[src/rtl/eth_frame_match_pkg.sv]
// Shared types and constants for the Ethernet frame match logger:
// log-entry layout, matcher state encoding and field widths.
package eth_frame_match_pkg;

    localparam int TIME_W       = 64;
    localparam int LEN_W        = 16;
    localparam int MAX_PATTERNS = 8;

    typedef enum logic {
        ST_IDLE  = 1'b0,
        ST_FRAME = 1'b1
    } match_state_t;

    // The match vector is sized for the largest supported pattern count;
    // the top level only fills and reads the low C_NUM_PATTERNS bits.
    typedef struct packed {
        logic [TIME_W-1:0]       stamp;
        logic [MAX_PATTERNS-1:0] match;
        logic [LEN_W-1:0]        length;
        logic                    bad;
    } log_entry_t;

    // Select/index ports need at least one bit even when only one
    // pattern or one compared byte exists.
    function automatic int clog2_min1(input int value);
        return (value > 1) ? $clog2(value) : 1;
    endfunction

endpackage

[src/rtl/eth_match_log_fifo.sv]
// Single-clock first-word-fall-through FIFO holding log entries.
// A push while full is accepted only when a pop happens in the same cycle.
module eth_match_log_fifo
    import eth_frame_match_pkg::*;
#(
    parameter int  DEPTH   = 16,
    parameter type T_ENTRY = log_entry_t
) (
    input  logic   clk,
    input  logic   rst,
    input  logic   push,
    input  T_ENTRY push_data,
    output logic   full,
    input  logic   pop,
    output logic   valid,
    output T_ENTRY pop_data
);

    localparam int AW = $clog2(DEPTH);

    T_ENTRY           mem [DEPTH];
    logic [AW-1:0]    wr_ptr;
    logic [AW-1:0]    rd_ptr;
    logic [AW:0]      count;
    logic             do_push;
    logic             do_pop;

    assign valid    = (count != '0);
    assign full     = (count == (AW+1)'(DEPTH));
    assign do_pop   = pop && valid;
    assign do_push  = push && (!full || do_pop);
    assign pop_data = valid ? mem[rd_ptr] : '0;

    // Storage array is written without reset; the output is masked while empty.
    always_ff @(posedge clk) begin
        if (do_push) begin
            mem[wr_ptr] <= push_data;
        end
    end

    // Pointers and occupancy; power-of-two depth lets pointers wrap naturally.
    always_ff @(posedge clk) begin
        if (rst) begin
            wr_ptr <= '0;
            rd_ptr <= '0;
            count  <= '0;
        end else begin
            if (do_push) begin
                wr_ptr <= wr_ptr + 1'b1;
            end
            if (do_pop) begin
                rd_ptr <= rd_ptr + 1'b1;
            end
            case ({do_push, do_pop})
                2'b10:   count <= count + 1'b1;
                2'b01:   count <= count - 1'b1;
                default: count <= count;
            endcase
        end
    end

endmodule

[src/rtl/eth_frame_match_logger.sv]
// Ethernet frame matcher and logger: compares the first C_PATTERN_LEN bytes
// of each frame against masked patterns and logs timestamp, match vector,
// length and bad flag of matching frames into a FIFO.
// Optional build macro ETH_FRAME_MATCH_LOGGER_DROP_BAD_EN discards frames
// flagged bad on their last beat and ties log_bad to 0.
module eth_frame_match_logger
    import eth_frame_match_pkg::*;
#(
    parameter int C_NUM_PATTERNS = 4,
    parameter int C_PATTERN_LEN  = 32,
    parameter int C_LOG_DEPTH    = 16
) (
    input  logic                                    clk,
    input  logic                                    rst,
    input  logic [7:0]                              s_axis_tdata,
    input  logic                                    s_axis_tuser,
    input  logic                                    s_axis_tlast,
    input  logic                                    s_axis_tvalid,
    input  logic                                    cfg_we,
    input  logic [clog2_min1(C_NUM_PATTERNS)-1:0]   cfg_pattern,
    input  logic [clog2_min1(C_PATTERN_LEN)-1:0]    cfg_index,
    input  logic [7:0]                              cfg_data,
    input  logic                                    cfg_mask,
    input  logic [C_NUM_PATTERNS-1:0]               match_en,
    input  logic [TIME_W-1:0]                       current_time,
    output logic                                    log_valid,
    input  logic                                    log_ready,
    output logic [TIME_W-1:0]                       log_time,
    output logic [C_NUM_PATTERNS-1:0]               log_match,
    output logic [LEN_W-1:0]                        log_length,
    output logic                                    log_bad,
    output logic [15:0]                             log_overflow
);

    localparam int                IW   = clog2_min1(C_PATTERN_LEN);
    localparam logic [LEN_W-1:0]  PLEN = LEN_W'(C_PATTERN_LEN);

    logic [7:0]                pattern [C_NUM_PATTERNS][C_PATTERN_LEN];
    logic                      mask    [C_NUM_PATTERNS][C_PATTERN_LEN];

    match_state_t              state;
    logic [LEN_W-1:0]          byte_cnt;
    logic [C_NUM_PATTERNS-1:0] flags;
    logic [TIME_W-1:0]         time_reg;
    logic                      skip;

    logic                      first_beat;
    logic                      beat;
    logic [LEN_W-1:0]          cur_cnt;
    logic [LEN_W-1:0]          new_cnt;
    logic [IW-1:0]             idx;
    logic [C_NUM_PATTERNS-1:0] flags_next;
    logic [C_NUM_PATTERNS-1:0] result;
    logic                      push;
    log_entry_t                entry;
    log_entry_t                fifo_out;
    logic                      fifo_full;
    logic                      unused_fifo_bits;

    assign first_beat = (state == ST_IDLE);
    assign beat       = s_axis_tvalid && !skip;
    assign cur_cnt    = first_beat ? '0 : byte_cnt;
    assign new_cnt    = (cur_cnt == '1) ? cur_cnt : cur_cnt + 1'b1;
    assign idx        = cur_cnt[IW-1:0];

    // Pattern byte/mask registers; a write is visible to compares next cycle.
    always_ff @(posedge clk) begin
        if (rst) begin
            for (int p = 0; p < C_NUM_PATTERNS; p++) begin
                for (int i = 0; i < C_PATTERN_LEN; i++) begin
                    pattern[p][i] <= '0;
                    mask[p][i]    <= 1'b0;
                end
            end
        end else if (cfg_we && (int'(cfg_pattern) < C_NUM_PATTERNS)
                            && (int'(cfg_index) < C_PATTERN_LEN)) begin
            pattern[cfg_pattern][cfg_index] <= cfg_data;
            mask[cfg_pattern][cfg_index]    <= cfg_mask;
        end
    end

    // Per-beat compare: flags restart at all-ones on the first beat of a frame.
    always_comb begin
        flags_next = first_beat ? '1 : flags;
        if (cur_cnt < PLEN) begin
            for (int p = 0; p < C_NUM_PATTERNS; p++) begin
                if (mask[p][idx] && (s_axis_tdata != pattern[p][idx])) begin
                    flags_next[p] = 1'b0;
                end
            end
        end
        result = flags_next & match_en & {C_NUM_PATTERNS{new_cnt >= PLEN}};
    end

    // Log entry assembled on the last beat; the first beat's time is used directly.
    always_comb begin
        entry                          = '0;
        entry.stamp                    = first_beat ? current_time : time_reg;
        entry.match[C_NUM_PATTERNS-1:0] = result;
        entry.length                   = new_cnt;
        entry.bad                      = s_axis_tuser;
    end

`ifdef ETH_FRAME_MATCH_LOGGER_DROP_BAD_EN
    assign push             = beat && s_axis_tlast && (|result) && !s_axis_tuser;
    assign log_bad          = 1'b0;
    assign unused_fifo_bits = ^{fifo_out.match, fifo_out.bad};
`else
    assign push             = beat && s_axis_tlast && (|result);
    assign log_bad          = fifo_out.bad;
    assign unused_fifo_bits = ^fifo_out.match;
`endif

    // Matcher FSM; a reset landing mid-frame arms skip so the frame tail is ignored.
    always_ff @(posedge clk) begin
        if (rst) begin
            state    <= ST_IDLE;
            byte_cnt <= '0;
            flags    <= '0;
            time_reg <= '0;
            skip     <= (s_axis_tvalid && !s_axis_tlast)
                     || ((state == ST_FRAME || skip) && !(s_axis_tvalid && s_axis_tlast));
        end else if (s_axis_tvalid) begin
            if (skip) begin
                if (s_axis_tlast) begin
                    skip <= 1'b0;
                end
            end else if (s_axis_tlast) begin
                state    <= ST_IDLE;
                byte_cnt <= '0;
            end else begin
                state    <= ST_FRAME;
                byte_cnt <= new_cnt;
                flags    <= flags_next;
                if (first_beat) begin
                    time_reg <= current_time;
                end
            end
        end
    end

    // Dropped-entry counter: a full FIFO only rejects when nothing pops that cycle.
    always_ff @(posedge clk) begin
        if (rst) begin
            log_overflow <= '0;
        end else if (push && fifo_full && !log_ready && (log_overflow != 16'hFFFF)) begin
            log_overflow <= log_overflow + 1'b1;
        end
    end

    eth_match_log_fifo #(
        .DEPTH   (C_LOG_DEPTH),
        .T_ENTRY (log_entry_t)
    ) u_log_fifo (
        .clk       (clk),
        .rst       (rst),
        .push      (push),
        .push_data (entry),
        .full      (fifo_full),
        .pop       (log_ready),
        .valid     (log_valid),
        .pop_data  (fifo_out)
    );

    assign log_time   = fifo_out.stamp;
    assign log_match  = fifo_out.match[C_NUM_PATTERNS-1:0];
    assign log_length = fifo_out.length;

endmodule
[config.mk]
export PLATFORM = sky130hd
export DESIGN_NAME = eth_frame_match_logger
export DESIGN_NICKNAME = d
export VERILOG_FILES = /design/src/rtl/eth_frame_match_pkg.sv /design/src/rtl/eth_match_log_fifo.sv /design/src/rtl/eth_frame_match_logger.sv
export SDC_FILE = /design/constraint.sdc
export NUM_CORES = 2
export LEC_CHECK = 0
export BUFFER_PORTS_ARGS = -buffer_cell sky130_fd_sc_hd__buf_2
export CORE_UTILIZATION = 50
export CTS_BUF_LIST = sky130_fd_sc_hd__clkbuf_8 sky130_fd_sc_hd__clkbuf_16
export CTS_CLUSTER_SIZE = 14
export DETAILED_ROUTE_END_ITERATION = 10
export PLACE_DENSITY = 0.66
export SLEW_MARGIN = 20
export SYNTH_ARGS = -nofsm -noshare
export SYNTH_HDL_FRONTEND = slang
export SYNTH_HIERARCHICAL = 1
export SYNTH_SLANG_ARGS = --single-unit
[constraint.sdc]
create_clock -name clk -period 7.6 [get_ports clk]
set_input_delay 1.14 -clock clk [delete_from_list [all_inputs] [get_ports clk]]
set_output_delay 1.14 -clock clk [all_outputs]
set_load 0.01 [all_outputs]
==> summary.md <==
| Metric | Value |
|---|---|
| Status | complete, but fails checks |
| Failing checks | design-rule violations |
| Ys Warns | 6 |
| Vias in the first global route | 62500 |
| Routed vias/inst | 6.18 |
| Area delta synth->final | 11.0% |
| Final period util | 96.2% |
| Syn nets | 7137 |
| Die X | 478 µm |
| Fmax | 0.137 GHz |
| Routed len/inst | 28.9 µm |
| Clock buffer depth | 4 |
| RSZ-0062 raised after global routing | no |
| CP Class | reg2reg |
| Number of remaining DRC errors | 70 |
| Max_cap viols | 0 |
| Post-Layout Cell Count | 10300 |
| CTS tree | yes |
| Worst vdd ir | 0.296 mV |
| DP Worst Slack | 427 ps |
| TritonRoute pass-1 iters | 10 |
| Skew-Pair Late Insertion Delay | 930 ps |
| Top Ports | 201 |
| Endpoint class of the critical path | flip-flop |
| Dpl hpwl | 182 mm |
| Initial core utilization | 50.3% |
| Post-Synthesis Cells | 7027 |
| Clock Sinks | 2631 |
| PD cells | 265 nW/µm² |
| Clock-pin slew on the worst setup and hold paths | 60 ps |
| Gpl congestion | 0.952 |
| Largest Register | u_log_fifo/mem |
| Placed Cells | 9836 |
| WP data arrival | 7890 ps |
| Initial antenna violation count | 13 |
| Total CTS buffers | 292 |
| Max reg flops | 1360 |
| Cell Area, Synth | 113000 µm² |
| # Post-CTS Setup Buffers | 0 |
| HP Class | reg2reg |
| Count of buffers from port buffering | 200 |
| H-tree levels | 5 |
| Worst setup margin | 291 ps |
| Root Driver | clkbuf_16 |
| Final antenna-violating net count | 0 |
| Least-Margin Pin Slew | 1190 ps |
| Worst-path maximum fanout | 39 |
| Rows | 174 |
| Largest net degree at the start of global routing | 156 |
| Layout cell share with drive strength beyond 1 | 19.7% |
| CP Data Required Time | 8180 ps |
| Setup violators final | 0 |
| Max Slew Vio Count | 0 |
| Avg Inst Size Synth | 16.1 µm² |
| Design Power | 33300 µW |
| Lkg Pwr | 0.0410 µW |
| Post-Route WL | 299 mm |
| First-pass GRT wire length | 435 mm |
| Setup TNS | 0 ps |
| Reg2reg setup slack | 290 ps |
| Largest registers | u_log_fifo/mem: 1360 flops, pattern: 1024 flops, mask: 128 flops |
| Clk_skew | 65.3 ps |
| Overflow after GRT | 0 |
| Chip height | 478 µm |
| Tmin final | 7310 ps |
| GRT Total Usage | 26.0% |
| Core Area | 225000 µm² |
| Fin. Hold Viols | 0 |
| DRT iter0 DRCs | 7408 |
| Relative slew slack | 20.2% |
| Nature of the critical path startpoint | flip-flop |
| Die ar. | 228000 µm² |
| # nets final | 7249 |
| Via count | 63900 |
power by group:
| part | switching (µW) | internal (µW) |
|---|---|---|
| clock network | 5550 | 7590 |
| registers | 198 | 16300 |
| logic | 2420 | 1310 |
| total | 8170 | 25200 |
worst max-delay path, stage by stage, from the launching register on:
cell and delay (ps):
dfxtp_4 510, nand2_1 400, clkinv_1 590, nand2_1 470, buf_4 510, o211ai_1 310
mux2i_2 670, o22ai_1 290, nor4_4 540, o2111ai_1 340, and4_4 390, nor3_1 170
buf_4 200, o21ai_1 150, nor3_1 360, and2_4 620, buf_4 370
repair_timing:
action	CTS	global route
endpoints found under the setup margin	0	605
hold buffers	0	0
gates resized for setup	0	5
cell type report:
class                   count  area (µm²)
diodes                     12        30.0
clock buffers             301        7520
clock inverters           194        1240
fillers                 17300       99200
inverters                  25        96.3
multi-input cells        3856       32700
flip-flops and latches   2631       77900
well taps                2992        3740
repair buffers            333        2520
path summary, 6_finish.rpt:
| path | startpoint | endpoint | cells past startpoint |
|---|---|---|---|
| max reg2reg | byte_cnt[1]$_SDFFE_PP0P_ | u_log_fifo/mem[2][73]$_DFFE_PP_ | 16 |
| min | time_reg[24]$_SDFFE_PP0P_ | time_reg[24]$_SDFFE_PP0P_ | 2 |
| max | byte_cnt[1]$_SDFFE_PP0P_ | u_log_fifo/mem[2][73]$_DFFE_PP_ | 16 |
| min reg2reg | time_reg[24]$_SDFFE_PP0P_ | time_reg[24]$_SDFFE_PP0P_ | 2 |
layer usage:
layer  global-route usage [%]  up-vias  wire (µm)
li1                         -    27300          -
met5                        0        -         31
met4                     10.1        6      12000
met1                     36.6    32900     122000
met2                     40.3     3073     140000
met3                     4.58      598      25500
per-stage QoR:
step                      hold slack [ps]  util [%]  area [µm²]
final                                 493      55.9      126000
after global routing                  512      55.9      126000
after CTS                             488      55.9      126000
after detailed placement              481      52.0      117000
after global placement                469      52.0      117000
after floorplan                       463         -      113000
layout by cell type, fill, tap and decap left out, drive strengths merged, types with 15 or more instances in the layout:
cell	n
clkbuf	301
nor3	146
a211oi	246
edfxtp	2513
nand4	24
a21oi	87
mux4	427
or2	140
mux2	99
o22ai	32
a2bb2oi	17
o221ai	15
nor2b	158
buf	333
a221oi	147
clkinv	108
nor2	308
nand2	119
mux2i	276
and3	27
inv	91
a22oi	21
xor2	28
nor3b	19
nand3	27
and2	1161
nand2b	22
xnor2	16
o21ai	108
o211ai	48
dfxtp	118
or3	15
Note: power is estimated with default switching activity, not from simulation.
